<file path="src/rtl/dircc_send_packet_queue.sv">
// Packet queue between the per-application send handler and the router link:
// buffers whole packets and serialises them LSB flit first over valid/ready.
module dircc_send_packet_queue #(
  parameter int unsigned PACKET_WIDTH = 96,
  parameter int unsigned FLIT_WIDTH   = 32,
  parameter int unsigned FIFO_DEPTH   = 4,
  localparam int unsigned LW          = $clog2(FIFO_DEPTH) + 1
) (
  input  logic                    clk,
  input  logic                    reset_n,
  input  logic [PACKET_WIDTH-1:0] packet_in,
  input  logic                    packet_in_valid,
  output logic                    packet_in_ready,
  output logic [FLIT_WIDTH-1:0]   flit_out,
  output logic                    flit_out_valid,
  input  logic                    flit_out_ready,
  output logic                    flit_out_sop,
  output logic                    flit_out_eop,
  output logic [LW-1:0]           fifo_level,
  output logic [15:0]             drop_count
);

  localparam int unsigned FLITS = PACKET_WIDTH / FLIT_WIDTH;
  localparam int unsigned FIW   = (FLITS > 1) ? $clog2(FLITS) : 1;
  localparam int unsigned PTRW  = (FIFO_DEPTH > 1) ? $clog2(FIFO_DEPTH) : 1;

  typedef logic [FLITS-1:0][FLIT_WIDTH-1:0] pkt_t;

  pkt_t            mem_q [FIFO_DEPTH];
  logic [PTRW-1:0] wr_ptr_q, wr_ptr_d;
  logic [PTRW-1:0] rd_ptr_q, rd_ptr_d;
  logic [LW-1:0]   level_q, level_d;
  logic [FIW-1:0]  fidx_q, fidx_d;
  logic [15:0]     drop_q, drop_d;

  logic full_c, valid_c, eop_c, xfer_c, push_c, pop_c, drop_c;

  // Next-state: fullness is taken from the level before the edge, so a push
  // landing on the same edge as a pop from a full queue is still dropped.
  always_comb begin
    full_c   = (level_q == LW'(FIFO_DEPTH));
    valid_c  = (level_q != '0);
    eop_c    = (fidx_q == FIW'(FLITS - 1));
    xfer_c   = valid_c && flit_out_ready;
    pop_c    = xfer_c && eop_c;
    push_c   = packet_in_valid && !full_c;
    drop_c   = packet_in_valid && full_c;

    wr_ptr_d = wr_ptr_q;
    rd_ptr_d = rd_ptr_q;
    level_d  = level_q;
    fidx_d   = fidx_q;
    drop_d   = drop_q;

    if (push_c) wr_ptr_d = wr_ptr_q + PTRW'(1);
    if (pop_c)  rd_ptr_d = rd_ptr_q + PTRW'(1);
    if (xfer_c) fidx_d = eop_c ? '0 : fidx_q + FIW'(1);

    case ({push_c, pop_c})
      2'b10:   level_d = level_q + LW'(1);
      2'b01:   level_d = level_q - LW'(1);
      default: level_d = level_q;
    endcase

    if (drop_c && (drop_q != 16'hFFFF)) drop_d = drop_q + 16'd1;
  end

  always_ff @(posedge clk or negedge reset_n) begin
    if (!reset_n) begin
      wr_ptr_q <= '0;
      rd_ptr_q <= '0;
      level_q  <= '0;
      fidx_q   <= '0;
      drop_q   <= '0;
    end else begin
      wr_ptr_q <= wr_ptr_d;
      rd_ptr_q <= rd_ptr_d;
      level_q  <= level_d;
      fidx_q   <= fidx_d;
      drop_q   <= drop_d;
    end
  end

  // Packet storage carries no reset; stale entries are masked by the level.
  always_ff @(posedge clk) begin
    if (push_c) mem_q[wr_ptr_q] <= pkt_t'(packet_in);
  end

  // Outputs decode registered state only, so they are stable until a transfer.
  always_comb begin
    flit_out_valid  = valid_c;
    flit_out        = mem_q[rd_ptr_q][fidx_q];
    flit_out_sop    = valid_c && (fidx_q == '0);
    flit_out_eop    = valid_c && eop_c;
    packet_in_ready = !full_c;
    fifo_level      = level_q;
    drop_count      = drop_q;
  end

endmodule

</file>
<file path="config.mk">
export PLATFORM = sky130hd
export DESIGN_NAME = dircc_send_packet_queue
export DESIGN_NICKNAME = d
export VERILOG_FILES = /design/src/rtl/dircc_send_packet_queue.sv
export SDC_FILE = /design/constraint.sdc
export NUM_CORES = 1
export LEC_CHECK = 0
export BUFFER_PORTS_ARGS = -buffer_cell sky130_fd_sc_hd__buf_2
export CORE_MARGIN = 2
export CORE_UTILIZATION = 50
export DETAILED_ROUTE_END_ITERATION = 8
export PLACE_DENSITY = 0.69
export REMOVE_ABC_BUFFERS = 1
export SETUP_SLACK_MARGIN = 0.3
export SKIP_LAST_GASP = 1
export SLEW_MARGIN = 20
export SYNTH_ARGS = -nofsm -noshare
export SYNTH_HDL_FRONTEND = slang
export SYNTH_SLANG_ARGS = --single-unit
</file>
<file path="constraint.sdc">
create_clock -name clk -period 4.5 [get_ports clk]
set_input_delay 0.45 -clock clk [delete_from_list [all_inputs] [get_ports clk]]
set_output_delay 0.45 -clock clk [all_outputs]
set_load 0.01 [all_outputs]
</file>
* After elaboration in Yosys (flattened, before gate mapping) *
Memories as Yosys holds them, arrays and structs flattened.
Index checks and enable logic that the tools add are counted.

cells by class
  equality and inequality tests = 5
  add/subtract/negate cells = 6
  reduce and logical (&&, ||, !) cells = 11
  $lt $le $gt $ge = 1
  multiplexer cells = 6

operators with widths
  kind                   number
  $bmux 32 s2            1
  $mux 32                1
  $add 16x1->16 const B  1
  $ne 16x16->1 const B   1
  $logic_and 1x1->1      7
  $add 2x1->2 const B    3
  $pmux 3 s2             1
  $eq 2x2->1 const B     2
  $add 3x1->3 const B    1
  $eq 3x3->1 const B     1
  $lt 2x3->1 const B     1
  $reduce_bool 3->1      1
  $sub 3x1->3 const B    1
  $eq 2x1->1 const B     1
  $logic_not 2->1        1
  $mux 1                 2
  $mux 2                 1
  $reduce_bool 2->1      1
  $logic_not 1->1        1

storage, ports and cells
  flip-flop bits (word level) = 25
  input bits = 100
  memories kept = 1
  RAM bits = 384
  output and inout bits = 55

memories
  memory  depth  width  rd ports  clocked after memory_dff  write ports  line  source
  mem_q   4      96     1         0                         1            29    pkt_t mem_q [FIFO_DEPTH];

* Logic depth before layout (Yosys ltp) *
  depth after elaboration = 5
  gate-level depth with buffers = 10

* Worst setup path after synthesis *
OpenSTA, ideal clock, no wires.

  kind = flip-flop to flip-flop
  start = register level_q[0] (netlist: fifo_level[0])
  end = memory mem_q[0][0] (netlist name) (enable)
  data arrival time = 3067 ps
  path buffers = 0
  cell stages (with the launch flop) = 4
  required time = 4034 ps
  slack = 966 ps
  path through = dfrtp_1 -> inv_1 -> nand3_1 -> and3_1

on the way
  cells in the longest elaborated chain, start to end = 5

RTL lines
  item                          line  source
  from (decl)                   32    logic [LW-1:0] level_q, level_d;
  from (signal assigned)        78    level_q <= level_d;
  $eq 3x3->1                    41    full_c = (level_q == LW'(FIFO_DEPTH));
  $logic_not 1->1               -
  via packet_in_ready           13    output logic packet_in_ready,
  $logic_and 1x1->1             46    push_c = packet_in_valid && !full_c;
  $mux 1                        86    if (push_c) mem_q[wr_ptr_q] <= pkt_t'(packet_in);
  $mux 1 (implied by the code)  86
  to (decl)                     29

The timed path passes the listed nets, and every way through them passes these cells.

* Final worst setup path *
  start = register rd_ptr_q[0]
  end = output flit_out[7]

on the way
  cells in the longest elaborated chain, start to end = 3

RTL lines
  item                           line  source
  from (decl)                    31    logic [PTRW-1:0] rd_ptr_q, rd_ptr_d;
  from (signal assigned)         77    rd_ptr_q <= rd_ptr_d;
  $mem_v2 4x96                   -
  $bmux 32 s2                    92    flit_out = mem_q[rd_ptr_q][fidx_q];
  $mux 32 (implied by the code)  92
  to (decl)                      14    output logic [FLIT_WIDTH-1:0] flit_out,

No other way between the ends. The select of a mux whose other input is x is not followed.

==> results.json <==
{
  "outcome": "complete, no violations",
  "maxSlewViolCount": 0,
  "fill_cells": 2212,
  "min_path_cells": 1,
  "cts_tree": "built",
  "layout-drive-gt1-share_pct": 36.0,
  "die_x_um": 181,
  "endpoint_kind": "output pin",
  "num_rows": 64,
  "yosysTopAreaCell": "edfxtp_1",
  "arrival_ns": 2.80,
  "hpwl_um": 16800,
  "grt-ovfl-total": 0,
  "cp_slowest_cell": "dfrtp_4",
  "rr_worst_depth": 9,
  "critical_path.top_delay_family": "flip-flops",
  "p_total_uw": 11900,
  "clk_latency_ns": 0.52,
  "placed_area_mm2": 0.0170,
  "drc": 0,
  "grt_pass1_vias": 7972,
  "wirelength_um": 29300,
  "cp.buffers_inverters": 2,
  "crit_type": "reg2out",
  "slew_headroom_pct": 35.0,
  "synthSimpleGateAreaFrac_pct": 3.65,
  "hold_violations": 0,
  "min_period_over_period_pct": 72.3,
  "path_max_fanout": 43,
  "synth-edff-count": 384,
  "synth-seq-cells": 409,
  "rsz0062_at_grt": "no",
  "cts_max_path_buffers": 3,
  "worst_hold_path_type": "in2reg",
  "start_util_pct": 51.0,
  "htreeDepth": 2,
  "numCtsBuffers": 42,
  "grt_first_pass_wirelength_um": 45500,
  "worst_slew_pin_slew_ns": 0.966,
  "via_per_inst": 5.63,
  "ys_top_cells_by_count": "384 x edfxtp_1, 96 x mux4_2, 74 x nand2_1",
  "area_growth_pct": 16.8,
  "cap_violations": 0,
  "yosysMostFrequentCell": "edfxtp_1",
  "yosys.area_share.xor_xnor_pct": 1.06,
  "ant_nets": 0,
  "ys.flop_type": "edfxtp_1",
  "synth_seq_area_share_pct": 77.7,
  "async_flop_share_pct": 6.11,
  "synth_top_family_by_area": "multiplexers",
  "finClkSkew_ns": 0.00987,
  "startpoint_type": "register",
  "dp_slack_ns": 1.74,
  "fin_nets": 1020,
  "worst-path-stages": 5,
  "core_region_area_mm2": 0.0307,
  "io-pin-count": 155,
  "dr.pass1.iters": 5,
  "avgSynthCellArea_um2": 21.4,
  "clock.fmax_mhz": 307,
  "gp_congestion": 0.813,
  "power_leakage_uw": 0.00639,
  "setup-violations-final": 0,
  "synth_compound_area_share_pct": 1.77,
  "clkSinkCount": 409,
  "ir_worst_vdd_v": 0.000360,
  "cellPowerDensity_mw_per_mm2": 651,
  "die_y_um": 181,
  "cp_data_required_time_ns": 4.05,
  "wl_per_cell_um": 21.8,
  "antenna_found_initial": 8,
  "die-area_mm2": 0.0327,
  "grt_max_degree": 54,
  "yosys_warnings": 0,
  "min_period_ns": 3.25,
  "slowest_delay_ns": 0.78,
  "via_count": 7552,
  "netlist_instances": 733,
  "path_clk_slew_ns": 0.06,
  "yosysTopAreaCellShare_pct": 73.7,
  "port_buffers": 154,
  "synth_fa_ha_area_share_pct": 0.608,
  "stdcell_area_mm2": 0.0183,
  "synthMuxAreaShare_pct": 14.1,
  "initialDrtViolationCount": 491,
  "cts_setup_buffers": 0,
  "clock-root-buffer": "clkbuf_16",
  "synth_cell_types": 32,
  "mappedNetlistArea_mm2": 0.0157,
  "cp_cell_sequence": "buf_12 > mux4_2 > a22oi_1 > nand2_1 > buf_2",
  "layout_setup_ws_ns": 1.25,
  "grt.total_usage_pct": 18.1,
  "synthTopCellsByArea": "edfxtp_1 74%, mux4_2 14%, dfrtp_1 4.0%, nand2_1 1.8%, a22oi_1 1.5%"
}
[metrics by stage]
stage | instances | hold WS [ns] | utilization (%) | setup TNS, ns
3_5_place_dp | 1263 | 0.480 | 55.3 | 0
4_1_cts | 1337 | 0.120 | 59.5 | 0
5_1_grt | 1339 | 0.129 | 59.6 | 0
3_3_place_gp | 1263 | 0.479 | 55.3 | 0
6_report | 1342 | 0.144 | 59.6 | 0
2_1_floorplan | 700 | 0.154 | - | -21.98
[power by group]
part,leakage (uW),internal [uW],switching [uW]
combinational,0.00192,1550,1820
sequential,0.00383,5010,351
clock,0.000631,1870,1320
total,0.00639,8420,3490
[sequential cells by signal, indices dropped and copies added, names as in the netlist]
name / cells
rd_ptr_q: 2
drop_count: 16
fifo_level: 3
wr_ptr_q: 2
fidx_q: 2
mem_q: 384
[logic make-up after synthesis]
kind of cell,Yosys count
flops,409
simple gates,118
mux,100
buf+inv,42
compound gates,38
xor+xnor,19
fa+ha+maj,7
[worst paths after layout]
| check | start | endpoint | slack [ns] |
|---|---|---|---|
| max reg2reg | fidx_q[1] | fifo_level[2] | 1.82 |
| min reg2reg | drop_count[15] | drop_count[15] | 0.49 |
| max | rd_ptr_q[0] | flit_out[7] | 1.25 |
| max in group asynchronous | reset_n | rd_ptr_q[0] | 3.58 |
| min | packet_in[21] | mem_q[2][21] | 0.14 |
| min in group asynchronous | reset_n | drop_count[9] | 0.48 |
[final cells by class]
type	count	area (um^2)	share of cell area, %
timing repair buffer	169	956	5.23
antenna	4	10.0	0.0547
sequential	409	12200	66.5
inverter	9	33.8	0.185
clock buffer	51	1120	6.10
clock inverter	22	153	0.835
multi-input combinational	282	3360	18.4
tap	396	495	2.71
[layer usage]
metal  GRT usage (%)  vias up  wire [um]
met5               0        -         53
li1                -     3392          -
met3            4.37       60       1880
met4            4.67        8        616
met2            29.8      212      14300
met1            24.6     3880      12400
[repair_timing]
action / 4_1_cts / 5_1_grt
endpoints found under the setup margin: 0 / 0
hold endpoints to repair: 25 / 0
hold buffers: 1 / 0
resized for setup: 0 / 0
[cell usage in the layout (no fill, tap or decap), drive strengths merged]
master         n
buf          168
nor2           6
clkbuf        51
a22oi         32
nand3          5
nor3           7
inv           10
and3           4
clkinv        19
diode          4
nand4          6
or4            2
dlygate4sd3    1
xor2          14
a21oi          1
fa             1
a31oi          1
nor3b          2
and2           1
o21ai          2
xnor2          5
ha             6
dfrtp         25
mux2           4
o311ai         1
mux4          96
and4bb         1
edfxtp       384
nor2b          3
bufinv         2
o31ai          1
nand2         74
nor4b          1
nor4           5
nand4bb        1
No activity file was read; power rests on OpenSTA's default activity.
